===== config.mk =====
export PLATFORM = sky130hd
export DESIGN_NAME = mul_div_sequencer
export DESIGN_NICKNAME = d
export VERILOG_FILES = /design/src/rtl/mdu_pkg.sv /design/src/rtl/mul_div_sequencer.sv
export SDC_FILE = /design/constraint.sdc
export NUM_CORES = 1
export LEC_CHECK = 0
export CORE_ASPECT_RATIO = 1.25
export CORE_MARGIN = 4
export CORE_UTILIZATION = 30
export CTS_BUF_LIST = sky130_fd_sc_hd__clkbuf_8
export DETAILED_ROUTE_END_ITERATION = 10
export DONT_BUFFER_PORTS = 1
export GPL_TIMING_DRIVEN = 0
export PLACE_DENSITY = 0.41
export SKIP_CTS_REPAIR_TIMING = 1
export SYNTH_ARGS = -nofsm -noshare
export SYNTH_HDL_FRONTEND = slang
export SYNTH_SLANG_ARGS = --single-unit

===== constraint.sdc =====
create_clock -name clk -period 6.3 [get_ports clk]
set_input_delay 0.63 -clock clk [delete_from_list [all_inputs] [get_ports clk]]
set_output_delay 0.63 -clock clk [all_outputs]
set_load 0.005 [all_outputs]

===== src/rtl/mdu_pkg.sv =====
// Shared types, constants and helpers for the RV32M multiply/divide sequencer.
package mdu_pkg;

  localparam int XLEN = 32;

  typedef enum logic [1:0] {
    ST_IDLE = 2'd0,
    ST_CALC = 2'd1,
    ST_FIX  = 2'd2,
    ST_DONE = 2'd3
  } mdu_state_e;

  // Funct3 encodings of the M-extension operations
  localparam logic [2:0] MDU_MUL    = 3'b000;
  localparam logic [2:0] MDU_MULH   = 3'b001;
  localparam logic [2:0] MDU_MULHSU = 3'b010;
  localparam logic [2:0] MDU_MULHU  = 3'b011;
  localparam logic [2:0] MDU_DIV    = 3'b100;
  localparam logic [2:0] MDU_DIVU   = 3'b101;
  localparam logic [2:0] MDU_REM    = 3'b110;
  localparam logic [2:0] MDU_REMU   = 3'b111;

  // rs1 is treated as signed for MUL, MULH, MULHSU, DIV and REM
  function automatic logic is_signed_a(input logic [2:0] f3);
    return (f3 == MDU_MUL) || (f3 == MDU_MULH) || (f3 == MDU_MULHSU) ||
           (f3 == MDU_DIV) || (f3 == MDU_REM);
  endfunction

  // rs2 is treated as signed for MUL, MULH, DIV and REM
  function automatic logic is_signed_b(input logic [2:0] f3);
    return (f3 == MDU_MUL) || (f3 == MDU_MULH) ||
           (f3 == MDU_DIV) || (f3 == MDU_REM);
  endfunction

  // Two's-complement negate; 32-bit users zero-extend and truncate the result
  function automatic logic [2*XLEN-1:0] twos_neg(input logic [2*XLEN-1:0] v);
    return ~v + {{(2*XLEN-1){1'b0}}, 1'b1};
  endfunction

endpackage


===== src/rtl/mul_div_sequencer.sv =====
// Multi-cycle RV32M sequencer: 32-step shift-add multiply / restoring divide
// on operand magnitudes, followed by one sign-correction cycle.
module mul_div_sequencer
  import mdu_pkg::*;
(
  input  logic            clk,
  input  logic            rst_n,
  input  logic            start,
  input  logic            kill,
  input  logic [2:0]      Funct3,
  input  logic [XLEN-1:0] operand_a,
  input  logic [XLEN-1:0] operand_b,
  output logic            busy,
  output logic            stall,
  output logic            done,
  output logic [XLEN-1:0] result
);

  mdu_state_e        r_state;
  mdu_state_e        w_state_next;
  logic              w_accept;

  logic [4:0]        r_count;
  logic [2:0]        r_op;
  logic [XLEN-1:0]   r_a_mag;
  logic [XLEN-1:0]   r_b_mag;
  logic [XLEN-1:0]   r_a_orig;
  logic              r_sign_a;
  logic              r_sign_b;
  logic              r_div0;
  logic              r_ovf;
  logic [2*XLEN-1:0] r_prod;
  logic [XLEN-1:0]   r_rem;
  logic [XLEN-1:0]   r_quo;
  logic [XLEN-1:0]   r_result;

  // operand sign/magnitude at acceptance
  logic              w_sa;
  logic              w_sb;
  logic [XLEN-1:0]   w_a_mag;
  logic [XLEN-1:0]   w_b_mag;
  logic              w_ovf;

  assign w_sa    = is_signed_a(Funct3) & operand_a[XLEN-1];
  assign w_sb    = is_signed_b(Funct3) & operand_b[XLEN-1];
  assign w_a_mag = w_sa ? XLEN'(twos_neg({{XLEN{1'b0}}, operand_a})) : operand_a;
  assign w_b_mag = w_sb ? XLEN'(twos_neg({{XLEN{1'b0}}, operand_b})) : operand_b;
  assign w_ovf   = ((Funct3 == MDU_DIV) || (Funct3 == MDU_REM)) &&
                   (operand_a == {1'b1, {(XLEN-1){1'b0}}}) &&
                   (operand_b == {XLEN{1'b1}});

  // multiply step: add multiplicand into the upper half when the current
  // multiplier bit is set, then shift the whole product right by one
  logic [XLEN-1:0]   w_addend;
  logic [XLEN:0]     w_sum;

  assign w_addend = r_prod[0] ? r_a_mag : '0;
  assign w_sum    = {1'b0, r_prod[2*XLEN-1:XLEN]} + {1'b0, w_addend};

  // divide step: bring in the next dividend bit, subtract if it fits
  logic [XLEN:0]     w_shift;
  logic              w_ge;
  logic [XLEN-1:0]   w_sub;

  assign w_shift = {r_rem, r_quo[XLEN-1]};
  assign w_ge    = (w_shift >= {1'b0, r_b_mag});
  assign w_sub   = w_shift[XLEN-1:0] - r_b_mag;

  // sign correction and result selection
  logic              w_neg_res;
  logic [2*XLEN-1:0] w_prod_fix;
  logic [XLEN-1:0]   w_quo_fix;
  logic [XLEN-1:0]   w_rem_fix;
  logic [XLEN-1:0]   w_fix_result;

  assign w_neg_res  = r_sign_a ^ r_sign_b;
  assign w_prod_fix = w_neg_res ? twos_neg(r_prod) : r_prod;
  assign w_quo_fix  = w_neg_res ? XLEN'(twos_neg({{XLEN{1'b0}}, r_quo})) : r_quo;
  assign w_rem_fix  = r_sign_a  ? XLEN'(twos_neg({{XLEN{1'b0}}, r_rem})) : r_rem;

  // pick the architectural result, overriding divide special cases
  always_comb begin
    w_fix_result = '0;
    case (r_op)
      MDU_MUL:                        w_fix_result = w_prod_fix[XLEN-1:0];
      MDU_MULH, MDU_MULHSU, MDU_MULHU: w_fix_result = w_prod_fix[2*XLEN-1:XLEN];
      MDU_DIV, MDU_DIVU: begin
        if (r_div0)     w_fix_result = {XLEN{1'b1}};
        else if (r_ovf) w_fix_result = {1'b1, {(XLEN-1){1'b0}}};
        else            w_fix_result = w_quo_fix;
      end
      default: begin
        if (r_div0)     w_fix_result = r_a_orig;
        else if (r_ovf) w_fix_result = '0;
        else            w_fix_result = w_rem_fix;
      end
    endcase
  end

  // state register
  always_ff @(posedge clk or negedge rst_n) begin
    if (!rst_n) r_state <= ST_IDLE;
    else        r_state <= w_state_next;
  end

  // next-state, acceptance and handshake outputs
  always_comb begin
    w_state_next = r_state;
    w_accept     = 1'b0;
    busy         = 1'b0;
    done         = 1'b0;
    stall        = 1'b0;
    case (r_state)
      ST_IDLE: begin
        stall = start;
        if (start && !kill) begin
          w_accept     = 1'b1;
          w_state_next = ST_CALC;
        end
      end
      ST_CALC: begin
        busy  = 1'b1;
        stall = 1'b1;
        if (kill)                 w_state_next = ST_IDLE;
        else if (r_count == 5'd31) w_state_next = ST_FIX;
      end
      ST_FIX: begin
        busy  = 1'b1;
        stall = 1'b1;
        if (kill) w_state_next = ST_IDLE;
        else      w_state_next = ST_DONE;
      end
      default: begin
        busy         = 1'b1;
        done         = 1'b1;
        w_state_next = ST_IDLE;
      end
    endcase
  end

  // datapath: latch on acceptance, iterate in CALC, register result in FIX
  always_ff @(posedge clk or negedge rst_n) begin
    if (!rst_n) begin
      r_count  <= '0;
      r_op     <= '0;
      r_a_mag  <= '0;
      r_b_mag  <= '0;
      r_a_orig <= '0;
      r_sign_a <= 1'b0;
      r_sign_b <= 1'b0;
      r_div0   <= 1'b0;
      r_ovf    <= 1'b0;
      r_prod   <= '0;
      r_rem    <= '0;
      r_quo    <= '0;
      r_result <= '0;
    end else if (w_accept) begin
      r_count  <= '0;
      r_op     <= Funct3;
      r_a_mag  <= w_a_mag;
      r_b_mag  <= w_b_mag;
      r_a_orig <= operand_a;
      r_sign_a <= w_sa;
      r_sign_b <= w_sb;
      r_div0   <= (operand_b == '0);
      r_ovf    <= w_ovf;
      r_prod   <= {{XLEN{1'b0}}, w_b_mag};
      r_rem    <= '0;
      r_quo    <= w_a_mag;
    end else if (r_state == ST_CALC) begin
      r_count <= r_count + 5'd1;
      if (r_op[2]) begin
        r_rem <= w_ge ? w_sub : w_shift[XLEN-1:0];
        r_quo <= {r_quo[XLEN-2:0], w_ge};
      end else begin
        r_prod <= {w_sum, r_prod[XLEN-1:1]};
      end
    end else if ((r_state == ST_FIX) && !kill) begin
      r_result <= w_fix_result;
    end
  end

  assign result = r_result;

endmodule

==> results of run 1 <==
==> cell usage after synthesis (7+ instances only) <==
cell | instances | area share, %
nand2_1 | 302 | 5.8
dfrtp_1 | 269 | 35
a21oi_1 | 235 | 6.1
nor2_1 | 192 | 3.7
o21ai_0 | 157 | 4.0
clkbuf_1 | 119 | 2.3
xnor2_1 | 117 | 5.3
xor2_1 | 105 | 4.7
ha_1 | 76 | 4.9
inv_1 | 73 | 1.4
nor3_1 | 64 | 1.7
a21o_1 | 57 | 2.2
and2_1 | 44 | 1.4
o31ai_1 | 42 | 1.6
and3_1 | 41 | 1.3
nand3_1 | 33 | 0.85
a221oi_1 | 32 | 1.4
a221o_1 | 28 | 1.4
mux2i_1 | 27 | 1.4
a31oi_1 | 25 | 0.81
nand2b_1 | 25 | 0.81
nor4_1 | 23 | 0.74
or3_1 | 23 | 0.74
a211oi_1 | 21 | 0.81
nand4_1 | 21 | 0.68
o41ai_1 | 21 | 0.95
or4_1 | 20 | 0.77
nor2b_1 | 17 | 0.55
o221ai_1 | 14 | 0.63
o21a_1 | 13 | 0.50
o21bai_1 | 12 | 0.46
o211ai_1 | 9 | 0.35
a211o_1 | 7 | 0.32
buf_2 | 7 | 0.18
==> layer usage <==
metal	routed length [um]	track usage, %	vias up	part of all wire, %
li1	-	-	8669	-
met4	6276	13.61	0	6.7
met5	0	0	-	0
met3	4423	3.899	202	4.7
met1	36620	30.64	9426	39
met2	46100	46.99	619	49
==> layout make-up <==
cell class / instances / area [sq um] / share of cell area, %
Multi-Input combinational cell: 1890 / 11890 / 54.95
Antenna cell: 2 / 5.005 / 0.02313
Clock buffer: 72 / 991.0 / 4.580
Inverter: 73 / 274.0 / 1.266
Buffer: 133 / 518.0 / 2.394
Sequential cell: 269 / 6731 / 31.11
Timing Repair Buffer: 1 / 11.26 / 0.05205
Tap cell: 848 / 1061 / 4.904
Clock inverter: 24 / 155.1 / 0.7171
==> worst paths after layout <==
check / slack [ns] / end
max in group asynchronous: 5.63 / r_prod[36]
hold / removal: -0.33 / r_state[1]
hold reg to reg: 0.48 / r_b_mag[6]
min in group clk: 0.05 / r_op[0]
setup / recovery: 1.92 / r_prod[57]
setup reg to reg: 1.92 / r_prod[57]
==> kinds of logic after synthesis <==
| family | count (synthesis) | share of synthesized area [%] |
|---|---|---|
| XOR/XNOR | 222 | 10.02 |
| flip-flops | 269 | 34.69 |
| AND/OR/NAND/NOR | 836 | 20.51 |
| multiplexers | 28 | 1.451 |
| AO/OA/AOI/OAI | 726 | 24.14 |
| adder cells (fa/ha/maj) | 78 | 5.106 |
| buffers and inverters | 206 | 4.081 |
==> per-stage QoR <==
stage	hold slack (ns)	instances	area [sq um]	worst slack, ns
after global routing	-0.3608	3311	21630	1.658
after global placement	0.3578	3213	20470	1.944
after CTS	-0.3877	3310	21630	1.908
final	-0.3307	3312	21640	1.925
after detailed placement	0.3581	3214	20480	1.893
after floorplan	0.3344	2365	19410	3.181
==> flip-flops by register name, summed over array words and instances (netlist names), 2 cells and up <==
name / cells
r_prod: 64
r_a_mag: 32
r_b_mag: 32
r_quo: 32
r_rem: 32
result: 32
r_a_orig: 31
r_count: 5
r_op: 3
r_state: 2
==> power breakdown <==
part           leakage, nW  switching [mW]  internal (mW)  total, mW
logic                 5.40            5.51           3.13       8.64
clock network        0.639           0.890           1.06       1.95
registers             3.29            1.20           2.54       3.74
total                 9.33            7.60           6.74       14.3
==> impl_summary.txt, run 1 <==
----------------------------------------------------
[Status]
  Status ... finished with violations
  Violations in the final reports ... negative hold slack

[Cells and area]
  Leading cell type in the layout, fill and taps excluded ... nand2_1
  # nets final ... 2570
  Fraction of layout cells with a size suffix above 1 ... 4.833%
  Final cell utilization of the core ... 33.66%
  Filler Cells Inserted ... 6975
  Syn-to-layout area delta ... 11.48%
  Highest-count cells in the layout ignoring fill and taps ... nand2_1 (302), dfrtp_1 (269), a21oi_1 (235)

[Critical path]
  Most numerous cell on the critical path ... clkbuf_1
  Startpoint of the most critical register-to-register path ... r_prod[0]
  Kind of end point of the critical path ... flop
  Crit start category ... flop
  Critical Path Max Stage Delay ... 0.63 ns
  Depth of the critical timing path with buffers and inverters included ... 13
  Data arrival time of the worst path ... 4.89 ns
  Critical path, cell by cell ... clkbuf_1 -> clkbuf_1 -> and2_1 -> ha_1 -> a21o_1 -> a221oi_1 -> nor4b_1 -> a31o_2 -> nor3_1 -> o41a_1 -> a31oi_1 -> xor2_1 -> a21oi_1
  R2R depth ... 13
  Critical path class ... reg2reg
  Category of cells accounting for the largest share of critical-path delay ... compound AO/OA/AOI/OAI gates
  Top fanout value on the critical path ... 10
  Slowest-stage cell, CP ... clkbuf_1
  Start point of the critical path ... r_prod[0]
  Buf/Inv on CP ... 2
  Worst Path Required ... 6.82 ns

[Pwr]
  Power density over the cells ... 662.5 nW/um^2
  Leak Pwr ... 9.332 nW
  Total power of the final layout ... 14.33 mW
  Maximum vdd ir drop ... 269.5 uV

[Placement]
  HPWL Detailed ... 74.02 mm
  RePlAce Congestion ... 0.9424
  Count of buffers inserted at the top-level ports ... 0

[Logic synthesis]
  Count of flip-flops with a built-in enable after synthesis ... 0
  Cell count after synthesis ... 2365
  Synthesized flop and latch total ... 269
  Synthesis Warnings ... 0
  Post-synthesis cell type count ... 78
  Post-synthesis net count ... 2514
  Async S/R FF share, synth ... 100.0%
  Sequential element share of the synthesized area ... 34.69%
  Post-Synthesis Mean Instance Area ... 8.206 sq um
  Combined area of all synthesized cells ... 19410 sq um
  Most used DFF post-synth ... dfrtp_1

[Routing]
  Number of vias after detailed routing ... 18916
  Wirelength per Cell ... 28.21 um
  Drt via density ... 5.711
  Initial detailed-routing violation count ... 1764
  Number of DRC violations after detailed routing ... 0
  Routed wire length ... 93.42 mm
  First-pass DRT Iterations ... 7
  Antenna viol nets, final ... 0

[GRT]
  Number of global-route vias before repair ... 18987
  Total global routing track utilization ... 26.33%
  Pin count of the biggest net entering global routing ... 270
  Antenna violations before repair ... 3
  Total grt overflow ... 0
  Global-route wire length before repair ... 135.6 mm

[Floorplan]
  Total die area ... 68850 sq um
  Initial Utilization ... 30.19%
  Ports placed on the boundary ... 106
  Die boundary width ... 235.5 um
  Standard-cell rows ... 104
  Die boundary height ... 292.4 um
  Core footprint ... 64280 sq um

[Clock network]
  CTS Root Cell ... clkbuf_8
  Deepest clock path buffer count ... 3
  CTS sink cnt ... 269
  Latest clock arrival within the worst-skew pair ... 0.69 ns
  Clock H-tree levels ... 2
  Cts bufs inserted ... 53
  Clk pin slew, worst setup/hold paths ... 0.06 ns
  Clock tree from TritonCTS ... built

[STA]
  Fin Clk Skew ... 0.05037 ns
  TNS Setup ... 0 ns
  Highest achievable clock rate ... 0.2286 GHz
  Part of the cycle the worst path needs ... 69.45%
  Number of setup violations in the final report ... 0
  Count of pins over their slew limit ... 0
  Final hold slack ... -0.3307 ns
  Worst Max-Slew Pin Slew ... 1.456 ns
  Final critical delay including setup and external delays ... 4.375 ns
  Unrepaired setup endpoints after global routing ... false
  Relative slew slack ... 2.235%
  Fin. Hold Viols ... 269

[Min path]
  Worst hold path type ... in2async

[Run]
  Number of violations of the max-capacitance limit ... 0

----------------------------------------------------
Power figures use the tool's default switching activity.
==> run 2: changes to the inputs <==
Settings changed: PLACE_DENSITY 0.41 to 0.42.
Clock period 6.3 ns to 4 ns, I/O delays scaled along.
==> impl_summary.txt, run 2 (synthesized netlist as in run 1, its figures left out) <==
----------------------------------------------------
[Routing]
  Drt via density ... 5.704 (-0.13%)
  Initial detailed-routing violation count ... 1593 (-9.7%)
  Number of vias after detailed routing ... 19096 (+0.95%)
  Routed wire length ... 93.62 mm (+0.21%)
  Antenna viol nets, final ... 0 (unchanged)
  Wirelength per Cell ... 27.96 um (-0.86%)
  Number of DRC violations after detailed routing ... 0 (unchanged)
  First-pass DRT Iterations ... 6 (-1)

[Placement]
  Count of buffers inserted at the top-level ports ... 0 (unchanged)
  RePlAce Congestion ... 0.9961 (+5.7%)
  HPWL Detailed ... 73.52 mm (-0.69%)

[Clock network]
  CTS sink cnt ... 269 (unchanged)
  Clock H-tree levels ... 2 (unchanged)
  CTS Root Cell ... clkbuf_8
  Deepest clock path buffer count ... 3 (unchanged)
  Clock tree from TritonCTS ... built
  Latest clock arrival within the worst-skew pair ... 0.67 ns (-0.02 ns)
  Clk pin slew, worst setup/hold paths ... 0.06 ns (about the same)
  Cts bufs inserted ... 52 (-1.9%)

[Run]
  Number of violations of the max-capacitance limit ... 0 (unchanged)

[Critical path]
  R2R depth ... 8 (-5)
  Startpoint of the most critical register-to-register path ... r_state[1]
  Critical Path Max Stage Delay ... 0.76 ns (+0.13 ns)
  Crit start category ... flop
  Data arrival time of the worst path ... 4.39 ns (-0.50 ns)
  Top fanout value on the critical path ... 10 (unchanged)
  Critical path, cell by cell ... inv_1 -> ha_1 -> clkbuf_1 -> and2_1 -> clkbuf_1 -> clkbuf_1 -> clkbuf_1 -> a21oi_1
  Worst R2R Setup Slack ... 0.09 ns (-1.83 ns)
  Most numerous cell on the critical path ... clkbuf_1
  Critical path class ... reg2reg
  Kind of end point of the critical path ... flop
  Worst reg2reg endpoint ... r_rem[15]
  Category of cells accounting for the largest share of critical-path delay ... buffers and inverters
  Buf/Inv on CP ... 5 (+3)
  Slowest-stage cell, CP ... clkbuf_1
  Worst Path Required ... 4.48 ns (-2.34 ns)

[STA]
  Fin Clk Skew ... 0.03129 ns (-0.01908 ns)
  Highest achievable clock rate ... 0.2558 GHz (+12%)
  Worst Max-Slew Pin Slew ... 1.223 ns (-0.2329 ns)
  Relative slew slack ... 18.46% (+16 points)
  Number of setup violations in the final report ... 0 (unchanged)
  Count of pins over their slew limit ... 0 (unchanged)
  Final hold slack ... -0.5539 ns (-0.2232 ns)
  Fin. Hold Viols ... 269 (unchanged)
  Unrepaired setup endpoints after global routing ... false
  Part of the cycle the worst path needs ... 97.72% (+28 points)
  Final critical delay including setup and external delays ... 3.909 ns (-0.4664 ns)

[Floorplan]
  Total die area ... 68850 sq um (unchanged)
  Die boundary height ... 292.4 um (unchanged)
  Standard-cell rows ... 104 (unchanged)
  Die boundary width ... 235.5 um (unchanged)
  Initial Utilization ... 30.19% (unchanged)
  Ports placed on the boundary ... 106 (unchanged)
  Core footprint ... 64280 sq um (unchanged)

[Cells and area]
  # nets final ... 2607 (+1.4%)
  Final cell utilization of the core ... 34.34% (+0.69 points)
  Fraction of layout cells with a size suffix above 1 ... 4.924% (+0.090 points)
  Total area of multi-input combinational cells ... 11940 sq um (+0.39%)
  Highest-count cells in the layout ignoring fill and taps ... nand2_1 (302), dfrtp_1 (268), a21oi_1 (234)
  Filler Cells Inserted ... 6882 (-1.3%)
  Syn-to-layout area delta ... 13.76%
  Register ranked first by flip-flop count ... r_prod
  Area occupied by registers ... 6733 sq um (about the same)
  Leading cell type in the layout, fill and taps excluded ... nand2_1
  Number of flip-flops under the largest register name ... 64 (unchanged)

[GRT]
  Most Crowded Layer GR ... met2
  Total grt overflow ... 0 (unchanged)
  Met1 Usage GRT ... 30.90% (+0.26 points)
  Number of global-route vias before repair ... 18747 (-1.3%)
  Met3 global-route usage ... 4.746% (+0.85 points)
  Antenna violations before repair ... 3 (unchanged)
  Global-route met2 utilization ... 44.96% (-2.0 points)
  Global-route wire length before repair ... 133.3 mm (-1.6%)
  Pin count of the biggest net entering global routing ... 270 (unchanged)
  Total global routing track utilization ... 25.99% (-0.34 points)

[Status]
  Status ... finished with violations
  Violations in the final reports ... negative hold slack

[Pwr]
  Power density over the cells ... 1029 nW/um^2 (+55%)
  Total power of the final layout ... 22.71 mW (+58%)
  Leak Pwr ... 9.539 nW (+2.2%)
  Maximum vdd ir drop ... 440.6 uV (+63%)

[Min path]
  Worst hold path type ... in2async

----------------------------------------------------
run 2: cell count changes in the layout (fill, tap and decap cells not counted), moves of 3 or more:
cell           change
inv_1              +6
clkbuf_1           -4
clkbuf_2           +3
clkbuf_8           -4
bufinv_16          +3
clkinv_2           -5
dlygate4sd3_1     +39
run 2: layer usage:
metal | vias up | routed length (um)
met5 | - | 8
met4 | 2 | 5702
met3 | 214 | 5254
met2 | 639 | 45860
met1 | 9502 | 36800
li1 | 8739 | -
run 2: area by class of cell:
class / count / area share, %
Inverter: 73 / 1.241
Timing Repair Buffer: 40 / 1.819
Tap cell: 848 / 4.806
Buffer: 132 / 2.346
Sequential cell: 269 / 30.50
Clock buffer: 68 / 4.239
Multi-Input combinational cell: 1890 / 54.06
Antenna cell: 2 / 0.02267
Clock inverter: 26 / 0.9691
run 2: metrics by stage:
| step | worst slack (ns) | hold slack, ns | setup TNS, ns | cells | instance area [sq um] |
|---|---|---|---|---|---|
| after CTS | -0.3273 | -0.5968 | -1.563 | 3308 | 21630 |
| after detailed placement | -0.2923 | 0.1363 | -1.094 | 3214 | 20480 |
| final | 0.09132 | -0.5539 | 0 | 3348 | 22080 |
| after global placement | -0.3078 | 0.1352 | -1.314 | 3213 | 20470 |
| after floorplan | 0.8810 | 0.1044 | 0 | 2365 | 19410 |
| after global routing | 0.01356 | -0.5996 | 0 | 3347 | 22070 |
run 2: report_power, final:
part	leakage (nW)	internal, mW	switching [mW]	total, mW
clock network	0.648	1.77	1.37	3.14
logic	5.60	4.96	8.61	13.6
registers	3.29	4.01	1.99	5.99
run 2: how the worst max path moves through the flow:
| stage | end | depth (start not counted) | slack [ns] | start |
|---|---|---|---|---|
| 6_report | r_rem[15] | 8 | 0.09 | r_state[1] |
| 5_1_grt | r_rem[20] | 8 | 0.01 | r_state[1] |
| 4_1_cts | r_prod[56] | 14 | -0.33 | r_prod[0] |
| 3_5_place_dp | r_prod[56] | 14 | -0.29 | r_prod[0] |
| 3_3_place_gp | result[27] | 9 | -0.31 | r_state[0] |
| 2_1_floorplan | r_prod[57] | 13 | 0.88 | r_prod[0] |
